--- src/rtl/debounce_multi.sv ---
// N-channel debouncer: 2-FF sync, shared sample tick, per-channel qualification counter.
// Outputs switch after STABLE_SAMPLES consecutive disagreeing samples, with edge pulses.
module debounce_multi #(
    parameter int CHANNELS       = 4,
    parameter int TICK_CYCLES    = 50000,
    parameter int STABLE_SAMPLES = 10,
    parameter bit ACTIVE_LOW     = 1'b0,
    parameter bit RESET_VAL      = 1'b0
) (
    input  logic                clk,
    input  logic                rst,
    input  logic [CHANNELS-1:0] in,
    output logic [CHANNELS-1:0] out,
    output logic [CHANNELS-1:0] rise,
    output logic [CHANNELS-1:0] fall,
    output logic                changed
);

    localparam int TW = (TICK_CYCLES > 1) ? $clog2(TICK_CYCLES) : 1;
    localparam int CW = $clog2(STABLE_SAMPLES + 1);

    localparam logic [TW-1:0]       TICK_LAST = TW'(TICK_CYCLES - 1);
    localparam logic [CW-1:0]       CNT_LAST  = CW'(STABLE_SAMPLES - 1);
    localparam logic [CHANNELS-1:0] RST_VEC   = {CHANNELS{RESET_VAL}};
    localparam logic [CHANNELS-1:0] INV_VEC   = {CHANNELS{ACTIVE_LOW}};

    logic [CHANNELS-1:0] s1;
    logic [CHANNELS-1:0] s2;
    logic [CHANNELS-1:0] sw;
    logic [TW-1:0]       tcnt;
    logic                tick;
    logic [CW-1:0]       cnt [CHANNELS];

    // Two-stage synchroniser; polarity fixed up before the first flop
    always_ff @(posedge clk) begin
        if (rst) begin
            s1 <= RST_VEC;
            s2 <= RST_VEC;
        end else begin
            s1 <= in ^ INV_VEC;
            s2 <= s1;
        end
    end

    assign tick = (tcnt == TICK_LAST);

    // Shared prescaler producing one sample tick every TICK_CYCLES clocks
    always_ff @(posedge clk) begin
        if (rst || tick) begin
            tcnt <= '0;
        end else begin
            tcnt <= tcnt + TW'(1);
        end
    end

    // A channel switches on the tick that completes its qualification run
    always_comb begin
        sw = '0;
        for (int i = 0; i < CHANNELS; i++) begin
            sw[i] = tick && (s2[i] != out[i]) && (cnt[i] == CNT_LAST);
        end
    end

    // Per-channel run length of consecutive disagreeing samples
    always_ff @(posedge clk) begin
        for (int i = 0; i < CHANNELS; i++) begin
            if (rst) begin
                cnt[i] <= '0;
            end else if (tick) begin
                if (s2[i] == out[i] || sw[i]) begin
                    cnt[i] <= '0;
                end else begin
                    cnt[i] <= cnt[i] + CW'(1);
                end
            end
        end
    end

    // Debounced level and single-cycle edge pulses, registered together
    always_ff @(posedge clk) begin
        if (rst) begin
            out     <= RST_VEC;
            rise    <= '0;
            fall    <= '0;
            changed <= 1'b0;
        end else begin
            out     <= out ^ sw;
            rise    <= sw & s2;
            fall    <= sw & ~s2;
            changed <= |sw;
        end
    end

endmodule

--- config.mk ---
export PLATFORM = sky130hd
export DESIGN_NAME = debounce_multi
export DESIGN_NICKNAME = d
export VERILOG_FILES = /design/src/rtl/debounce_multi.sv
export SDC_FILE = /design/constraint.sdc
export NUM_CORES = 1
export LEC_CHECK = 0
export CAP_MARGIN = 20
export CORE_ASPECT_RATIO = 1.2
export CORE_UTILIZATION = 35
export DETAILED_ROUTE_END_ITERATION = 10
export DONT_BUFFER_PORTS = 1
export GPL_TIMING_DRIVEN = 0
export PLACE_DENSITY = 0.59
export SYNTH_ARGS = -nofsm -noshare
export SYNTH_HDL_FRONTEND = slang
export SYNTH_SLANG_ARGS = --single-unit
--- constraint.sdc ---
create_clock -name clk -period 3 [get_ports clk]
set_input_delay 0.3 -clock clk [delete_from_list [all_inputs] [get_ports clk]]
set_output_delay 0.3 -clock clk [all_outputs]
set_load 0.01 [all_outputs]
==> flow_summary.yaml, run 1 <==
place:
  dp_hpwl_mm: 2.771
  portBuffers: 0
  place_congestion: 0.7512
  placed_cells: 311
global_route:
  grt_pass1_wl_mm: 7.189
  grt_pass1_vias: 1550
  grt_overflow: 0
  antenna_found_initial: 0
  track_usage_pct: 12.96
  grt_max_degree: 26
power_and_ir_drop:
  internal_power_mw: 1.043
  p_total_mw: 1.319
  power_density_nw_per_um2: 512.6
  power_frac_comb_pct: 3.3
  p_leak_nw: 0.9525
  irDropWorstVdd_mv: 0.2517
  p_sw_share_pct: 20.97
  pwr-share-seq_pct: 58.2
  p_sw_uw: 276.7
  p_clk_share_pct: 38.6
final_layout:
  fillerInstances: 640
  diodes: 0
  layout_commonest_cell: "dfxtp_1"
  postLayoutCoreUtil_pct: 39.93
  num-nets-final: 248
  final_cell_mix: "dfxtp_1 (37), nor2_1 (31), edfxtp_1 (16)"
  area_growth_pct: 9.648
  stdcell_count: 319
  drive_gt1_share_pct: 6.838
sta:
  tightest_slew_ps: 547.2
  finalCriticalPeriod_ps: 2460
  drv_slew: 0
  max_slew_margin_pct: 63.52
  setup_viol: 0
  setup_tns_ps: 0
  max_freq_ghz: 0.4065
  hold_viol: 0
  period_share_pct: 82.00
  skew_ps: 7.627
  rsz0062_at_grt: "no"
routing:
  dr.pass1.iters: 4
  met1_length_mm: 2.027
  drc: 0
  dr_wl_met3_microns: 158
  top_layer_used: "met4"
  drtIter0Drc: 85
  drtAntennaViolNets: 0
  met2_length_mm: 1.865
  vias_per_cell: 4.790
  vias: 1528
  route.detailed.wl_per_inst_microns: 12.85
  wl_mm: 4.100
yosys:
  ys_warn_count: 0
  ys_seq_area_share_pct: 52.03
  synthCells: 226
  yosysUniqueCellTypes: 37
  synth.net_count: 241
  ys_ff_latch: 53
  synth_edf_count: 16
  synth-main-ff-cell: "dfxtp_1"
  syn_area_sq_um: 2347
  async_flop_share_pct: 0
  avgSynthCellArea_sq_um: 10.39
clocking:
  holdBufCountCts: 0
  clk_latency_ps: 310
  cts_sinks: 53
  cts_resized: 0
  clock_path_buffers: 2
  h-tree-depth: 2
  postCtsSetupBuffers: 0
  cts_inserted_buffers: 5
  clockRootBuffer: "clkbuf_8"
  path_clk_slew_ps: 90
  cts_tree: "built"
critical_path:
  crit_type: "flip-flop to flip-flop"
  end_kind: "flip-flop"
  worstPathArrival_ps: 2410
  path_max_fanout: 25
  cp-start-kind: "flip-flop"
  required_ps: 2950
die:
  die_h_microns: 91.71
  start_util_pct: 36.41
  ioPinCount: 19
  die_area_sq_um: 7039
  die_w_microns: 76.76
  core_region_area_sq_um: 6446
  num_rows: 32
flow_run:
  maxCapViolCount: 0
status:
  status: "finished clean"
min_path:
  hp-class: "input pin to flip-flop"
## sequential cells by signal, indices dropped and copies added, names as in the netlist
register / flops
s2: 4
cnt: 16
tcnt: 16
s1: 4
changed: 1
rise: 4
fall: 4
out: 4
## cells in the mapped netlist (all sizes together), types with 6 or more instances
cell type | number | area share [%]
nand4 | 7 | 1.9
nor4 | 7 | 2.1
xor2 | 15 | 5.6
xnor2 | 8 | 3.0
nand3 | 12 | 2.6
nor2 | 31 | 5.0
nor2b | 8 | 2.1
edfxtp | 16 | 20
nand2b | 7 | 1.9
inv | 12 | 1.9
dfxtp | 37 | 32
ha | 9 | 4.8
a21oi | 6 | 1.3
nand2 | 6 | 0.96
## cells by family (layout without fill, tap and decap cells)
| kind of cell | count (synthesis) | after routing | share of synthesized area [%] |
|---|---|---|---|
| mux | 3 | 3 | 1.279 |
| fa+ha+maj | 9 | 9 | 4.798 |
| flops | 53 | 53 | 52.03 |
| compound gates | 13 | 13 | 3.306 |
| buf+inv | 19 | 27 | 3.251 |
| xor+xnor | 23 | 23 | 8.582 |
| simple gates | 106 | 106 | 26.76 |
## per-layer routing
metal	GRT usage (%)	vias up
met5	0	-
met2	21.06	25
li1	-	791
met1	16.35	707
met4	4.006	0
met3	3.980	5
## metrics by stage
stage | hold slack [ps] | area [sq um] | setup slack, ps
global route | 121.5 | 2574 | 359.7
detailed placement | 436.9 | 2454 | 493.0
finish | 123.5 | 2574 | 539.9
floorplan | 413.8 | 2347 | 974.8
global placement | 432.5 | 2454 | 491.8
CTS | 119.2 | 2574 | 479.0
## worst max-delay path, cell delays in order (launching register included)
cell	delay, ps
dfxtp_1	420
ha_1	320
nand3_1	170
nor4_2	370
a21o_1	300
buf_2	510
## power groups by stage
stage	Clock (mW)	Combinational, mW	Sequential, mW
3_5_place_dp	0	0.0439	0.784
2_1_floorplan	0	0.0352	0.780
3_3_place_gp	0	0.0439	0.784
4_1_cts	0.521	0.0442	0.767
6_report	0.509	0.0432	0.767
5_1_grt	0.548	0.0496	0.771
## cell type report
| type | count | area [sq um] | share of cell area (%) |
|---|---|---|---|
| flip-flops and latches | 53 | 1221 | 47.45 |
| multi-input cells | 154 | 1050 | 40.79 |
| well taps | 85 | 106.4 | 4.132 |
| clock buffers | 6 | 82.58 | 3.209 |
| inverters | 12 | 45.04 | 1.750 |
| clock inverters | 2 | 37.54 | 1.458 |
| plain buffers | 7 | 31.28 | 1.215 |
## worst paths after layout
| check | start | end | slack [ps] | cells after the start |
|---|---|---|---|---|
| hold / removal | in[1] | s1[1]$_SDFF_PP0_ | 120 | 1 |
| hold reg to reg | s1[0]$_SDFF_PP0_ | s2[0]$_SDFF_PP0_ | 460 | 1 |
| setup reg to reg | tcnt[0]$_SDFF_PP0_ | cnt[2][0]$_SDFFCE_PN0P_ | 540 | 5 |
| setup / recovery | tcnt[0]$_SDFF_PP0_ | cnt[2][0]$_SDFFCE_PN0P_ | 540 | 5 |
Power figures use the tool's default switching activity.
==> run 2: changes to the inputs <==
- ABC_AREA: not set -> 1
- clock period: 3 -> 2.48 ns (I/O delays scaled with it)
==> flow_summary.yaml, run 2 <==
critical_path:
  crit_type: "flip-flop to flip-flop"
  worstPathArrival_ps: 1990
  path_max_fanout: 25
  end_kind: "flip-flop"
  required_ps: 2420
  cp-start-kind: "flip-flop"
global_route:
  track_usage_pct: 12.87
  grt_overflow: 0
  grt_max_degree: 26
  grt_pass1_wl_mm: 7.031
  antenna_found_initial: 0
  grt_pass1_vias: 1596
clocking:
  path_clk_slew_ps: 90
  cts_resized: 0
  cts_inserted_buffers: 5
  holdBufCountCts: 0
  postCtsSetupBuffers: 0
  clk_latency_ps: 300
  h-tree-depth: 2
  cts_tree: "built"
  cts_sinks: 53
  clock_path_buffers: 2
  clockRootBuffer: "clkbuf_8"
power_and_ir_drop:
  power_density_nw_per_um2: 619.5
  p_leak_nw: 0.9952
  irDropWorstVdd_mv: 0.2298
yosys:
  async_flop_share_pct: 0
  yosysUniqueCellTypes: 27
  synth.net_count: 276
  netlist_top_cells_count: "nor2_1 (64), dfxtp_1 (37), nand2_1 (35), inv_1 (29), edfxtp_1 (16)"
  synth_top_area_share_pct: 32.03
  ys_ff_latch: 53
  syn_area_sq_um: 2312
  yosysTopAreaCell: "dfxtp_1"
  synth-main-ff-cell: "dfxtp_1"
  avgSynthCellArea_sq_um: 8.859
  yosysMostFrequentCell: "nor2_1"
  ys_seq_area_share_pct: 52.81
  ys_top_cells_by_area: "dfxtp_1 (32%), edfxtp_1 (21%), nor2_1 (10%)"
  ys_warn_count: 0
  synthCells: 261
  synth_edf_count: 16
place:
  dp_hpwl_mm: 2.861
  place_congestion: 0.7850
  dpl_cell_area_sq_um: 2419
  portBuffers: 0
routing:
  dr.pass1.iters: 4
  drtAntennaViolNets: 0
  route.detailed.wl_per_inst_microns: 11.25
  wl_mm: 3.982
  drc: 0
  drtIter0Drc: 61
  vias_per_cell: 4.497
  vias: 1592
sta:
  hold_ws_ps: 37.51
  max_freq_ghz: 0.4891
  drv_slew: 0
  finalCriticalPeriod_ps: 2044
  hold_viol: 0
  skew_ps: 8.148
  max_slew_margin_pct: 61.12
  tightest_slew_ps: 583.2
  period_share_pct: 82.44
  rsz0062_at_grt: "no"
  setup_viol: 0
  setup_tns_ps: 0
final_layout:
  layout_commonest_cell: "nor2_1"
  multi_input_area_sq_um: 953.4
  area_growth_pct: 9.199
  diodes: 0
  final_cell_mix: "nor2_1 (64), dfxtp_1 (37), nand2_1 (35)"
  fillerInstances: 675
  top_regs: "cnt x16, tcnt x16"
  finalInstanceArea_sq_um: 2525
  num-nets-final: 283
  drive_gt1_share_pct: 8.922
  final-seq-area_sq_um: 1221
die:
  die_h_microns: 91.04
  die_area_sq_um: 6936
  die_w_microns: 76.20
  ioPinCount: 19
  num_rows: 32
  start_util_pct: 36.09
  core_region_area_sq_um: 6406
status:
  status: "finished clean"
min_path:
  hp-class: "input pin to flip-flop"
flow_run:
  maxCapViolCount: 0
-- run 2: cell types whose count changed after synthesis, moves of 4 or more --
cell / change
nor2_1: +33
nand2_1: +29
inv_1: +17
nor2b_1: -8
nand2b_1: -7
nor4_1: -6
clkbuf_1: -5
nand3_1: -5
nand3b_1: -4
nand4b_1: -4
xor2_1: -4
-- run 2: final timing paths --
path,depth (start not counted),end,from,slack (ps)
worst max-delay path,6,cnt[3][0]$_SDFFCE_PN0P_,tcnt[0]$_SDFF_PP0_,440
worst min-delay path,2,s1[3]$_SDFF_PP0_,in[3],40
worst max register to register,6,cnt[3][0]$_SDFFCE_PN0P_,tcnt[0]$_SDFF_PP0_,440
worst min register to register,2,s2[1]$_SDFF_PP0_,s1[1]$_SDFF_PP0_,410
-- run 2: power by group --
group	switching (mW)	internal (mW)	leakage [nW]	total, mW
Sequential	0.0197	0.914	0.452	0.934
Combinational	0.0367	0.0221	0.490	0.0588
Clock	0.273	0.298	0.0528	0.571
-- run 2: final cells by class --
cell class	count	area share, %
clock buffer	6	2.874
clock inverter	2	1.338
inverter	32	4.856
tap	85	4.212
sequential	53	48.36
multi-input combinational	173	37.76
buffer	3	0.5946
-- run 2: cell families after synthesis --
family | Yosys count | synth area share, %
and+or+nand+nor | 132 | 26.24
DFF | 53 | 52.81
buffers and inverters | 35 | 5.952
AOI/OAI and AO/OA | 16 | 4.059
xor gates and xnor gates | 16 | 6.060
adders and majority gates | 9 | 4.870
-- run 2: worst max-delay path, stage by stage (launching register included) --
cell     delay [ps]
dfxtp_1         380
ha_1            210
nand3_2         140
nor2_4          230
nand2_4          80
nand2_1         130
buf_2           510
-- run 2: routing by layer --
metal	track usage, %	part of all wire, %	wire [microns]
met4	5.288	1.8	72
met1	14.26	47	1873
met3	3.216	2.5	100
met2	23.33	49	1936
met5	0	0	0
-- run 2: per-stage QoR --
stage	instances	util, %	setup WS (ps)	power, mW
final	354	39.41	435.6	1.564
after global routing	354	39.41	286.5	1.634
after CTS	354	39.41	397.5	1.586
after detailed placement	346	37.75	413.0	1.015
after global placement	346	37.75	404.8	1.012
after floorplan	261	-	785.0	0.9975
==> run 3: changes to the inputs <==
- ABC_AREA: 1 -> 0
- PLACE_DENSITY: 0.59 -> 0.61
- clock period: 2.48 -> 1.8 ns (I/O delays scaled with it)
==> flow_summary.yaml, run 3 (synthesized netlist as in run 1, its figures left out) <==
global_route:
  use_met2_pct: 23.51
  grtUsageMet3_pct: 4.577
  globalRoute.busiestLayer: "met2"
  antenna_found_initial: 0
  grt_overflow: 0
  grt_max_degree: 16
  track_usage_pct: 14.34
  grt_pass1_wl_mm: 7.893
  grt_pass1_vias: 1661
  use_met1_pct: 17.07
sta:
  setup_slack_ps: -97.84
  max_slew_margin_pct: 66.85
  period_share_pct: 105.4
  rsz0062_at_grt: "yes"
  finalCriticalPeriod_ps: 1898
  hold_ws_ps: 10.73
  setup_viol: 27
  tightest_slew_ps: 497.3
  max_freq_ghz: 0.5269
  hold_viol: 0
  skew_ps: 6.320
  drv_slew: 0
routing:
  dr.pass1.iters: 4
  wl_mm: 4.669
  vias: 1650
  vias_per_cell: 5.000
  route.detailed.wl_per_inst_microns: 14.15
  drc: 0
  drtIter0Drc: 35
  drtAntennaViolNets: 0
min_path:
  min_to: "s1[1]$_SDFF_PP0_"
  hp-class: "input pin to flip-flop"
  whs_path_depth: 1
  hold_start: "in[1]"
critical_path:
  end_kind: "flip-flop"
  reg2reg_slack_ps: -100
  rr_startpoint: "tcnt[7]$_SDFF_PP0_"
  cp-start-kind: "flip-flop"
  r2r_cells: 5
  path_max_fanout: 7
  crit_type: "flip-flop to flip-flop"
  worstPathArrival_ps: 1920
  required_ps: 1830
  reg2reg_to: "cnt[3][3]$_SDFFCE_PN0P_"
die:
  ioPinCount: 19
  num_rows: 32
  die_area_sq_um: 7039
  die_h_microns: 91.71
  start_util_pct: 36.41
  core_region_area_sq_um: 6446
  die_w_microns: 76.76
final_layout:
  multi_input_area_sq_um: 1141
  fillerInstances: 611
  final-seq-area_sq_um: 1232
  postLayoutCoreUtil_pct: 43.71
  layout_commonest_cell: "dfxtp_1"
  top_regs: "cnt x16, tcnt x16"
  diodes: 0
  finalInstanceArea_sq_um: 2818
  area_growth_pct: 20.04
  final_cell_mix: "dfxtp_1 (32), nor2_1 (28), edfxtp_1 (16)"
  drive_gt1_share_pct: 18.78
  num-nets-final: 259
clocking:
  cts_tree: "built"
  cts_sinks: 53
  clockRootBuffer: "clkbuf_8"
  cts_inserted_buffers: 5
  path_clk_slew_ps: 90
  clk_latency_ps: 310
  clock_path_buffers: 2
  h-tree-depth: 2
power_and_ir_drop:
  irDropWorstVdd_mv: 0.4459
  p_total_mw: 2.047
  power_density_nw_per_um2: 726.6
  p_leak_nw: 1.033
place:
  portBuffers: 0
  dp_hpwl_mm: 2.919
  place_congestion: 0.7846
  dpl_cell_area_sq_um: 2476
flow_run:
  maxCapViolCount: 0
status:
  violations: "negative setup slack"
  status: "complete, but fails checks"
## run 3: repair_timing
item / CTS / global route
pin swaps: 1 / 6
gates cloned: 2 / 0
gates resized for setup: 18 / 13
setup buffers: 6 / 3
endpoints found under the setup margin: 50 / 48
hold buffers: 3 / 0
hold endpoints to repair: 3 / 0
## run 3: stage by stage
| step | TNS [ps] | instances | setup WS, ps |
|---|---|---|---|
| global placement | -6182 | 311 | -236.7 |
| global route | -4082 | 330 | -145.2 |
| detailed placement | -8420 | 311 | -272.7 |
| finish | -1439 | 330 | -97.84 |
| CTS | -707.7 | 329 | -64.50 |
| floorplan | 0 | 226 | 3.703 |
## run 3: metal layers
metal | part of all wire, % | vias to the layer above | wire length, microns
li1 | - | 815 | -
met1 | 45 | 796 | 2112
met2 | 49 | 28 | 2272
met3 | 3.7 | 11 | 174
met4 | 2.4 | 0 | 110
met5 | 0 | - | 0
## run 3: worst max-delay path by stage
| stage | start | to |
|---|---|---|
| after floorplan | tcnt[7]$_SDFF_PP0_ | cnt[0][0]$_SDFFCE_PN0P_ |
| after global placement | tcnt[0]$_SDFF_PP0_ | cnt[0][2]$_SDFFCE_PN0P_ |
| after detailed placement | tcnt[0]$_SDFF_PP0_ | cnt[0][2]$_SDFFCE_PN0P_ |
| after CTS | tcnt[7]$_SDFF_PP0_ | cnt[3][2]$_SDFFCE_PN0P_ |
| after global routing | tcnt[7]$_SDFF_PP0_ | fall[0]$_SDFF_PP0_ |
| final | tcnt[7]$_SDFF_PP0_ | cnt[3][3]$_SDFFCE_PN0P_ |
## run 3: worst max-delay path, stage by stage, from the launching register on
cell	delay [ps]
dfxtp_4	360
or4_4	550
nor4_4	210
a21o_2	230
buf_12	140
buf_12	120
## run 3: cell type report
| class | instances | share of cell area [%] |
|---|---|---|
| Clock inverter | 2 | 0.3552 |
| Inverter | 12 | 1.599 |
| Timing Repair Buffer | 12 | 5.773 |
| Tap cell | 85 | 3.774 |
| Buffer | 6 | 1.687 |
| Sequential cell | 53 | 43.74 |
| Multi-Input combinational cell | 154 | 40.50 |
| Clock buffer | 6 | 2.575 |
## run 3: power by group
part           total (mW)  internal [mW]  switching [mW]
combinational       0.116         0.0648          0.0514
sequential           1.28           1.25          0.0295
clock               0.650          0.271           0.379
total                2.05           1.59           0.460
